===== src/rtl/ultrasonic_pkg.sv =====
// Shared constants for the ultrasonic burst array: mode encoding, FSM states
// and the power-up shadow register contents.
package ultrasonic_pkg;

    localparam logic MODE_CONTINUOUS = 1'b0;
    localparam logic MODE_SINGLE     = 1'b1;

    // ~40.24 kHz carrier at 40 MHz, 32-cycle burst, 575-cycle repetition
    localparam int unsigned DEF_HALF_PERIOD = 497;
    localparam int unsigned DEF_BURST_LEN   = 32;
    localparam int unsigned DEF_REP_PERIOD  = 575;

    typedef enum logic {
        ST_IDLE = 1'b0,
        ST_RUN  = 1'b1
    } state_e;

endpackage


===== src/rtl/us_carrier_div.sv =====
// Carrier divider: counts 0..HP-1 per half cycle, phase high in the first half.
// Ports: CLK_40/RST (sync, active-high), run (low holds the divider at the
// start of a high half), half_period (0 treated as 1), phase (registered
// carrier phase), cycle_end (combinational strobe on the last clock of a
// low half, i.e. the last clock of a carrier cycle).
module us_carrier_div #(
    parameter int unsigned DIV_W = 10
) (
    input  logic             CLK_40,
    input  logic             RST,
    input  logic             run,
    input  logic [DIV_W-1:0] half_period,
    output logic             phase,
    output logic             cycle_end
);

    logic [DIV_W-1:0] div_q, div_d;
    logic             phase_q, phase_d;
    logic [DIV_W-1:0] hp_eff;
    logic             half_end;

    // Next divider state
    always_comb begin
        hp_eff   = (half_period == '0) ? DIV_W'(1) : half_period;
        half_end = (div_q == (hp_eff - DIV_W'(1)));
        div_d    = div_q;
        phase_d  = phase_q;
        if (!run) begin
            div_d   = '0;
            phase_d = 1'b1;
        end else if (half_end) begin
            div_d   = '0;
            phase_d = ~phase_q;
        end else begin
            div_d   = div_q + DIV_W'(1);
        end
    end

    always_ff @(posedge CLK_40) begin
        if (RST) begin
            div_q   <= '0;
            phase_q <= 1'b1;
        end else begin
            div_q   <= div_d;
            phase_q <= phase_d;
        end
    end

    assign phase     = phase_q;
    assign cycle_end = half_end & ~phase_q;

endmodule


===== src/rtl/ultrasonic_burst_array.sv =====
// Multi-channel ultrasonic burst generator: repeating periods of carrier
// cycles, each channel bursting BURST_LEN cycles at its own offset.
// Ports: CLK_40/RST (sync, active-high), ON/MODE/TRIG control, HALF_PERIOD,
// BURST_LEN, REP_PERIOD, CH_DELAY, CH_EN configuration (shadowed at run start
// and period wraps), PULSE_P/PULSE_N complementary drives, PERIOD_START and
// DONE strobes, BUSY run indicator. All outputs registered.
module ultrasonic_burst_array
    import ultrasonic_pkg::*;
#(
    parameter int unsigned NUM_CH        = 4,
    parameter int unsigned DIV_W         = 10,
    parameter int unsigned CYC_W         = 10,
    parameter int unsigned INITIAL_DELAY = 0
) (
    input  logic                    CLK_40,
    input  logic                    RST,
    input  logic                    ON,
    input  logic                    MODE,
    input  logic                    TRIG,
    input  logic [DIV_W-1:0]        HALF_PERIOD,
    input  logic [CYC_W-1:0]        BURST_LEN,
    input  logic [CYC_W-1:0]        REP_PERIOD,
    input  logic [NUM_CH*CYC_W-1:0] CH_DELAY,
    input  logic [NUM_CH-1:0]       CH_EN,
    output logic [NUM_CH-1:0]       PULSE_P,
    output logic [NUM_CH-1:0]       PULSE_N,
    output logic                    PERIOD_START,
    output logic                    BUSY,
    output logic                    DONE
);

    state_e                  state_q, state_d;
    logic [DIV_W-1:0]        hp_q, hp_d;
    logic [CYC_W-1:0]        bl_q, bl_d;
    logic [CYC_W-1:0]        rp_q, rp_d;
    logic [NUM_CH*CYC_W-1:0] dly_q, dly_d;
    logic [NUM_CH-1:0]       en_q, en_d;
    logic                    mode_q, mode_d;
    logic [CYC_W-1:0]        cyc_q, cyc_d;
    logic [NUM_CH-1:0]       pulse_p_q, pulse_p_d;
    logic [NUM_CH-1:0]       pulse_n_q, pulse_n_d;
    logic                    period_start_q, period_start_d;
    logic                    busy_q, busy_d;
    logic                    done_q, done_d;

    logic                    start, wrap, div_run, phase, cycle_end;
    logic [CYC_W-1:0]        rp_eff;
    logic [CYC_W:0]          cyc_ext, bl_ext, d_ext;
    logic [NUM_CH-1:0]       win;

    us_carrier_div #(.DIV_W(DIV_W)) u_div (
        .CLK_40      (CLK_40),
        .RST         (RST),
        .run         (div_run),
        .half_period (hp_q),
        .phase       (phase),
        .cycle_end   (cycle_end)
    );

    // Run start and period wrap events
    always_comb begin
        rp_eff = (rp_q == '0) ? CYC_W'(1) : rp_q;
        start  = (state_q == ST_IDLE) && ON && ((MODE == MODE_CONTINUOUS) || TRIG);
        wrap   = (state_q == ST_RUN) && cycle_end && (cyc_q >= (rp_eff - CYC_W'(1)));
    end

    // FSM state register
    always_ff @(posedge CLK_40) begin
        if (RST) state_q <= ST_IDLE;
        else     state_q <= state_d;
    end

    // FSM next state; ON low wins over a simultaneous single-shot wrap
    always_comb begin
        state_d = state_q;
        case (state_q)
            ST_IDLE: if (start) state_d = ST_RUN;
            ST_RUN: begin
                if (!ON)                                state_d = ST_IDLE;
                else if (wrap && mode_q == MODE_SINGLE) state_d = ST_IDLE;
            end
            default: state_d = ST_IDLE;
        endcase
    end

    // Shadow reload and cycle counter
    always_comb begin
        hp_d   = hp_q;
        bl_d   = bl_q;
        rp_d   = rp_q;
        dly_d  = dly_q;
        en_d   = en_q;
        mode_d = mode_q;
        cyc_d  = cyc_q;
        if (start || wrap) begin
            hp_d   = HALF_PERIOD;
            bl_d   = BURST_LEN;
            rp_d   = REP_PERIOD;
            dly_d  = CH_DELAY;
            en_d   = CH_EN;
            mode_d = MODE;
        end
        if (start)                                  cyc_d = CYC_W'(INITIAL_DELAY);
        else if (wrap)                              cyc_d = '0;
        else if (state_q == ST_RUN && cycle_end)    cyc_d = cyc_q + CYC_W'(1);
    end

    // Channel windows at CYC_W+1 bits so delay + length cannot wrap
    always_comb begin
        cyc_ext = {1'b0, cyc_q};
        bl_ext  = {1'b0, bl_q};
        d_ext   = '0;
        win     = '0;
        for (int c = 0; c < NUM_CH; c++) begin
            d_ext  = {1'b0, dly_q[c*CYC_W +: CYC_W]};
            win[c] = (cyc_ext >= d_ext) && (cyc_ext < (d_ext + bl_ext));
        end
    end

    // FSM outputs; pulses only where the run continues through this edge
    always_comb begin
        div_run        = (state_q == ST_RUN) && (state_d == ST_RUN);
        pulse_p_d      = div_run ? (win & en_q & {NUM_CH{phase}}) : '0;
        pulse_n_d      = (state_d == ST_RUN) ? (en_d & ~pulse_p_d) : '0;
        period_start_d = (state_d == ST_RUN) && (start || wrap);
        busy_d         = (state_d == ST_RUN);
        done_d         = wrap && ON && (mode_q == MODE_SINGLE);
    end

    always_ff @(posedge CLK_40) begin
        if (RST) begin
            hp_q           <= DIV_W'(DEF_HALF_PERIOD);
            bl_q           <= CYC_W'(DEF_BURST_LEN);
            rp_q           <= CYC_W'(DEF_REP_PERIOD);
            dly_q          <= '0;
            en_q           <= '0;
            mode_q         <= MODE_CONTINUOUS;
            cyc_q          <= '0;
            pulse_p_q      <= '0;
            pulse_n_q      <= '0;
            period_start_q <= 1'b0;
            busy_q         <= 1'b0;
            done_q         <= 1'b0;
        end else begin
            hp_q           <= hp_d;
            bl_q           <= bl_d;
            rp_q           <= rp_d;
            dly_q          <= dly_d;
            en_q           <= en_d;
            mode_q         <= mode_d;
            cyc_q          <= cyc_d;
            pulse_p_q      <= pulse_p_d;
            pulse_n_q      <= pulse_n_d;
            period_start_q <= period_start_d;
            busy_q         <= busy_d;
            done_q         <= done_d;
        end
    end

    assign PULSE_P      = pulse_p_q;
    assign PULSE_N      = pulse_n_q;
    assign PERIOD_START = period_start_q;
    assign BUSY         = busy_q;
    assign DONE         = done_q;

endmodule


===== config.mk =====
export PLATFORM = sky130hd
export DESIGN_NAME = ultrasonic_burst_array
export DESIGN_NICKNAME = d
export VERILOG_FILES = /design/src/rtl/ultrasonic_pkg.sv /design/src/rtl/us_carrier_div.sv /design/src/rtl/ultrasonic_burst_array.sv
export SDC_FILE = /design/constraint.sdc
export NUM_CORES = 1
export LEC_CHECK = 0
export BUFFER_PORTS_ARGS = -buffer_cell sky130_fd_sc_hd__buf_2
export CORE_ASPECT_RATIO = 0.6
export CORE_MARGIN = 5
export CORE_UTILIZATION = 65
export CTS_BUF_LIST = sky130_fd_sc_hd__clkbuf_4 sky130_fd_sc_hd__clkbuf_8 sky130_fd_sc_hd__clkbuf_16
export CTS_CLUSTER_DIAMETER = 150
export DETAILED_ROUTE_END_ITERATION = 7
export HOLD_SLACK_MARGIN = 0.1
export PLACE_DENSITY = 0.95
export RECOVER_POWER = 50
export SETUP_SLACK_MARGIN = 0.05
export SLEW_MARGIN = 25
export SYNTH_ARGS = -nofsm -noshare
export SYNTH_HDL_FRONTEND = slang
export SYNTH_SLANG_ARGS = --single-unit

===== constraint.sdc =====
create_clock -name CLK_40 -period 6.5 [get_ports CLK_40]
set_clock_uncertainty 0.05 [all_clocks]
set_input_delay 0.975 -clock CLK_40 [delete_from_list [all_inputs] [get_ports CLK_40]]
set_output_delay 0.975 -clock CLK_40 [all_outputs]
set_load 0.02 [all_outputs]

# Word level (Yosys, flattened, before mapping)
# Index checks and enable logic that the tools add are counted.
word_totals:
  ff_bits: 107
  inputBits: 79
  out_inout_bits: 11
  elab_cells: 71
classes:
  addsub: 8
  order_cmp: 9
  n_eq_ne: 1
  n_mux: 8
  bitwise_logic: 10
  reduce_logical: 21
ops:
  columns: ["cell", "count"]
  rows:
  - ["greater-or-equal comparator 10 bit", 5]
  - ["adder 10 x 10 -> 11 bit", 4]
  - ["< comparator 10 x 11 -> 1 bit", 4]
  - ["adder 10 x 1 -> 10 bit (second input constant)", 2]
  - ["logical NOT 10 bit", 2]
  - ["2-to-1 mux 10 bit", 2]
  - ["subtractor 10 x 1 -> 10 bit (second input constant)", 2]
  - ["logical AND 1 bit", 13]
  - ["AND 4 bit", 3]
  - ["equality test 10 bit", 1]
  - ["2-to-1 mux 4 bit", 2]
  - ["OR reduction 3 bit", 2]
  - ["inverter 1 bit", 5]
  - ["inverter 4 bit", 1]
  - ["OR reduction 2 bit", 2]
  - ["2-to-1 mux 1 bit", 3]
  - ["logical OR 1 bit", 2]
  - ["case mux 1 bit (2 select lines)", 1]
  - ["AND 1 bit", 1]

# Logic depth before layout (Yosys ltp)
logic_depth:
  ltp_word: 15
  mapped_depth: 17
  depth_no_buf: 16

# Cells and area by module
# From an unflattened synthesis, not the netlist that was laid out.
hier_totals:
  hier_cells: 994
  area_unflattened_um2: 8106.5
by_module_without_submodules:
  columns: ["mod", "n_inst", "cells_each", "area_each_um2", "seq_area_each_um2"]
  rows:
  - ["ultrasonic_burst_array", 1, 873, 7096.8, 1921.8]
  - ["us_carrier_div", 1, 121, 1009.7, 220.2]

# Least setup slack after synthesis
# No wires, ideal clock.
synth_timing:
  path_type: "flip-flop to flip-flop"
  start: "reg rp_q[2]"
  end: "reg bl_q[5]"
  setup_ps: 137
  arrival_ps: 3587
  required_time_ps: 6313
  setup_slack_ps: 2727
  path_stages_with_launch: 18
  period_less_slack_ps: 3773
  path_cell_list: "dfxtp_1 > or4_1 > nor4_1 > nor2b_1 > a21oi_1 > ha_1 > nand2_1 > xor2_1 > ha_1 > a21o_1 > a2111oi_0 > o21a_1 > o21ai_0 > and4_4 > buf_6 > buf_4 > o21ai_0 > nand3_1"
synth_via:
  elab_chain_cells: 6
synth_rtl:
  columns: ["element", "line_no", "rtl"]
  rows:
  - ["start: declaration", "ultrasonic_burst_array.sv:35", "logic [CYC_W-1:0] rp_q, rp_d;"]
  - ["start signal: assignment", "ultrasonic_burst_array.sv:134", "rp_q <= CYC_W'(DEF_REP_PERIOD);"]
  - ["start signal: assignment", "ultrasonic_burst_array.sv:147", "rp_q <= rp_d;"]
  - ["logical NOT 10 bit", "ultrasonic_burst_array.sv:62", "rp_eff = (rp_q == '0) ? CYC_W'(1) : rp_q;"]
  - ["2-to-1 mux 10 bit *", "ultrasonic_burst_array.sv:62", null]
  - ["subtractor 10 x 1 -> 10 bit *", "ultrasonic_burst_array.sv:64", "wrap = (state_q == ST_RUN) && cycle_end && (cyc_q >= (rp_eff - CYC_W'(1)));"]
  - ["greater-or-equal comparator 10 bit *", "ultrasonic_burst_array.sv:64", null]
  - ["logical AND 1 bit *", "ultrasonic_burst_array.sv:64", null]
  - ["logical OR 1 bit *", "ultrasonic_burst_array.sv:95", "if (start || wrap) begin"]
  - ["end signal: assignment", "ultrasonic_burst_array.sv:133", "bl_q <= CYC_W'(DEF_BURST_LEN);"]
  - ["end signal: assignment", "ultrasonic_burst_array.sv:146", "bl_q <= bl_d;"]
  - ["end: declaration", "ultrasonic_burst_array.sv:34", "logic [CYC_W-1:0] bl_q, bl_d;"]
# Every way passes the cells marked *; elsewhere a longest branch is shown, timed or not.
# A chain may end at the register's enable or synchronous reset.

# Worst setup path in the final report
layout_timing:
  start: "reg rp_q[2]"
  end: "reg pulse_n_q[3], in the netlist PULSE_N[3]"
layout_via:
  elab_chain_cells: 13
  elab_cells_between_ends: 17
  classes_between: "1 x add/sub; 1 x order compare; 6 x mux; 3 x bitwise; 6 x reduce/logical"
layout_rtl:
  columns: ["element", "line_no", "rtl"]
  rows:
  - ["logical NOT 10 bit", "ultrasonic_burst_array.sv:62", null]
  - ["2-to-1 mux 10 bit *", "ultrasonic_burst_array.sv:62", null]
  - ["subtractor 10 x 1 -> 10 bit *", "ultrasonic_burst_array.sv:64", null]
  - ["greater-or-equal comparator 10 bit *", "ultrasonic_burst_array.sv:64", null]
  - ["logical AND 1 bit *", "ultrasonic_burst_array.sv:64", null]
  - ["logical AND 1 bit", "ultrasonic_burst_array.sv:80", "else if (wrap && mode_q == MODE_SINGLE) state_d = ST_IDLE;"]
  - ["2-to-1 mux 1 bit", "ultrasonic_burst_array.sv:80", null]
  - ["2-to-1 mux 1 bit", "ultrasonic_burst_array.sv:79", "if (!ON) state_d = ST_IDLE;"]
  - ["case mux 1 bit (2 select lines)", "ultrasonic_burst_array.sv:76", "case (state_q)"]
  - ["logical AND 1 bit", "ultrasonic_burst_array.sv:122", "div_run = (state_q == ST_RUN) && (state_d == ST_RUN);"]
  - ["2-to-1 mux 4 bit", "ultrasonic_burst_array.sv:123", "pulse_p_d = div_run ? (win & en_q & {NUM_CH{phase}}) : '0;"]
  - ["inverter 4 bit", "ultrasonic_burst_array.sv:124", "pulse_n_d = (state_d == ST_RUN) ? (en_d & ~pulse_p_d) : '0;"]
  - ["AND 4 bit", "ultrasonic_burst_array.sv:124", null]
  - ["end signal: assignment", "ultrasonic_burst_array.sv:153", "pulse_n_q <= pulse_n_d;"]
  - ["end: declaration", "ultrasonic_burst_array.sv:41", "logic [NUM_CH-1:0] pulse_n_q, pulse_n_d;"]
# Marks and branches as above.

==> out/results.tsv <==
metric	value	unit
ys_async_sr_fraction	0	%
finalSetupTns	0	ns
layout.cells.non_filler	1243	
diodes	0	
r2r_slack	1.04	ns
yosysWarnings	0	
syn-num-nets	1227	
dr.pass1.iters	5	
synth_top_area_share	26.1	%
drtAntennaViolNets	0	
ys_ff_latch	107	
drt_iter0_drc	949	
antenna_found_initial	0	
cts_resized	0	
dp.cells	1227	
die_width	155	um
vias	8115	
pre_cts_slack	1.72	ns
finalMaxSlewViolations	0	
cts_tree	yes	
p_total	1.67	mW
hold_viol	0	
clock_path_buffers	2	
grt_pass1_wl	38400	um
synthTopCellsByCount	130 x ha_1, 120 x a21oi_1, 107 x dfxtp_1	
nets	1286	
viasPerCell	6.53	
numCtsBuffers	9	
worst-path-max-fanout	69	
finalWeightedCongestion	0.986	
die_area	15000	sq um
pwr_density_cell	187	nW/um^2
syn_area	8190	sq um
worstPathArrival	5.70	ns
area_growth	9.10	%
drc	0	
worstPathRequired	6.74	ns
io_buffers	89	
io_pins	90	
cts_setup_buffers	0	
max_cap_viol_count	0	
synth_edf_count	0	
grt_usage	31.3	%
slew_headroom	4.14	%
ys.flop_type	dfxtp_1	
rows	31	
critPathLaunchType	flip-flop	
ys_seq_area_share	26.1	%
grt_max_degree	76	
coreArea	12200	sq um
min_path_type	reg2reg	
clock_latency	0.37	ns
status	finished, final reports clean	
fin_crit_sh	84.1	%
grt_pass1_vias	7556	
die_y	97.0	um
setup_slack	1.04	ns
drt-wirelength-per-cell	19.6	um
cts_root_buf	clkbuf_16	
worst_pin_slew	1.44	ns
crit_type	reg2reg	
hpwl	17500	um
synthesis.instances	1014	
post-synth-top-area-cell	dfxtp_1	
gr-total-overflow	0	
initial_core_util	67.3	%
wirelength	24300	um
h-tree-depth	3	
synth_most_common_cell	ha_1	
cp-end-kind	flip-flop	
syn_area_per_cell	8.08	sq um
finalSetupViolCount	0	
post-route-min-period	5.46	ns
peakVddDrop	0.119	mV
yosys-top-cells-area	dfxtp_1 26%, ha_1 20%, a21oi_1 7.3%	
clkTransAtPathRegs	0.09	ns
cts_sinks	107	
rsz0062_at_grt	no	
hold_buffers	0	
power.leakage	3.72	nW
ys_types	55	
fmax	0.183	GHz
drive_gt1_share	10.4	%
==> path summary, 6_finish.rpt <==
path / start / end / cells after the start
max reg2reg: rp_q[2] / PULSE_N[3] / 16
min reg2reg: u_div.div_q[0] / u_div.div_q[0] / 1
max: rp_q[2] / PULSE_N[3] / 16
min: u_div.div_q[0] / u_div.div_q[0] / 1
==> layout by cell type, fill, tap and decap left out, drive strengths merged, types with 9 or more instances in the layout <==
| cell type | n |
|---|---|
| ha | 130 |
| a21oi | 120 |
| o21ai | 113 |
| dfxtp | 107 |
| nand3 | 102 |
| buf | 80 |
| inv | 68 |
| nor2 | 52 |
| nand2 | 38 |
| xnor2 | 28 |
| xor2 | 26 |
| clkbuf | 22 |
| or3 | 16 |
| nand2b | 16 |
| nor4 | 16 |
| a211oi | 16 |
| a21o | 10 |
| o21bai | 9 |
| nor3 | 9 |
==> per-stage QoR <==
stage	cell area [sq um]	utilization, %	hold WS [ns]
6_report	8940	73.4	0.440
5_1_grt	8940	73.4	0.454
4_1_cts	8960	73.6	0.439
3_5_place_dp	8640	71.0	0.420
3_3_place_gp	8640	71.0	0.406
2_1_floorplan	8190	-	0.390
==> cell families after synthesis <==
kind of cell / count (synthesis) / share of synthesized area (%)
xor gates and xnor gates: 54 / 5.77
AOI/OAI and AO/OA: 324 / 23.4
and+or+nand+nor: 285 / 18.0
buffers and inverters: 109 / 5.74
DFF: 107 / 26.1
muxes: 1 / 0.122
adders and majority gates: 134 / 20.8
==> state kept, by name, indices dropped and copies added, names as in the netlist <==
signal,cells
BUSY,1
DONE,1
PERIOD_START,1
PULSE_N,4
PULSE_P,4
bl_q,10
cyc_q,10
dly_q,40
en_q,4
hp_q,10
mode_q,1
rp_q,10
u_div.div_q,10
u_div.phase,1
==> final cells by class <==
cell class	instances	area, sq um
fillers	888	3240
repair buffers	92	452
clock inverters	6	82.6
inverters	65	244
multi-input cells	798	5580
well taps	165	206
clock buffers	10	233
flip-flops and latches	107	2140
==> critical path: stages (launching register included) <==
cell	delay [ns]
dfxtp_1	0.36
or4_1	0.59
nor4_1	0.28
nor2b_1	0.28
a21oi_1	0.13
ha_1	0.23
nand2_1	0.08
xor2_1	0.16
ha_1	0.27
a21o_1	0.17
a2111oi_0	0.39
o21a_1	0.17
o21ai_0	0.20
nand4_1	0.34
clkbuf_2	1.13
nand3_1	0.28
a211oi_2	0.23
==> report_power, final <==
group	leakage, nW	internal (mW)	total (mW)	switching [mW]
Combinational	2.69	0.142	0.335	0.193
Sequential	0.875	0.685	0.733	0.0475
Clock	0.157	0.314	0.601	0.287
Total	3.72	1.14	1.67	0.528
==> metal layers <==
layer / global-route usage (%) / vias to the layer above / wire length, um
met2: 46.4 / 481 / 10300
met5: 0 / - / 0
met4: 8.82 / 0 / 655
li1: - / 3830 / -
met3: 8.47 / 72 / 3260
met1: 44.5 / 3732 / 10100
Note: power is estimated with default switching activity, not from simulation.
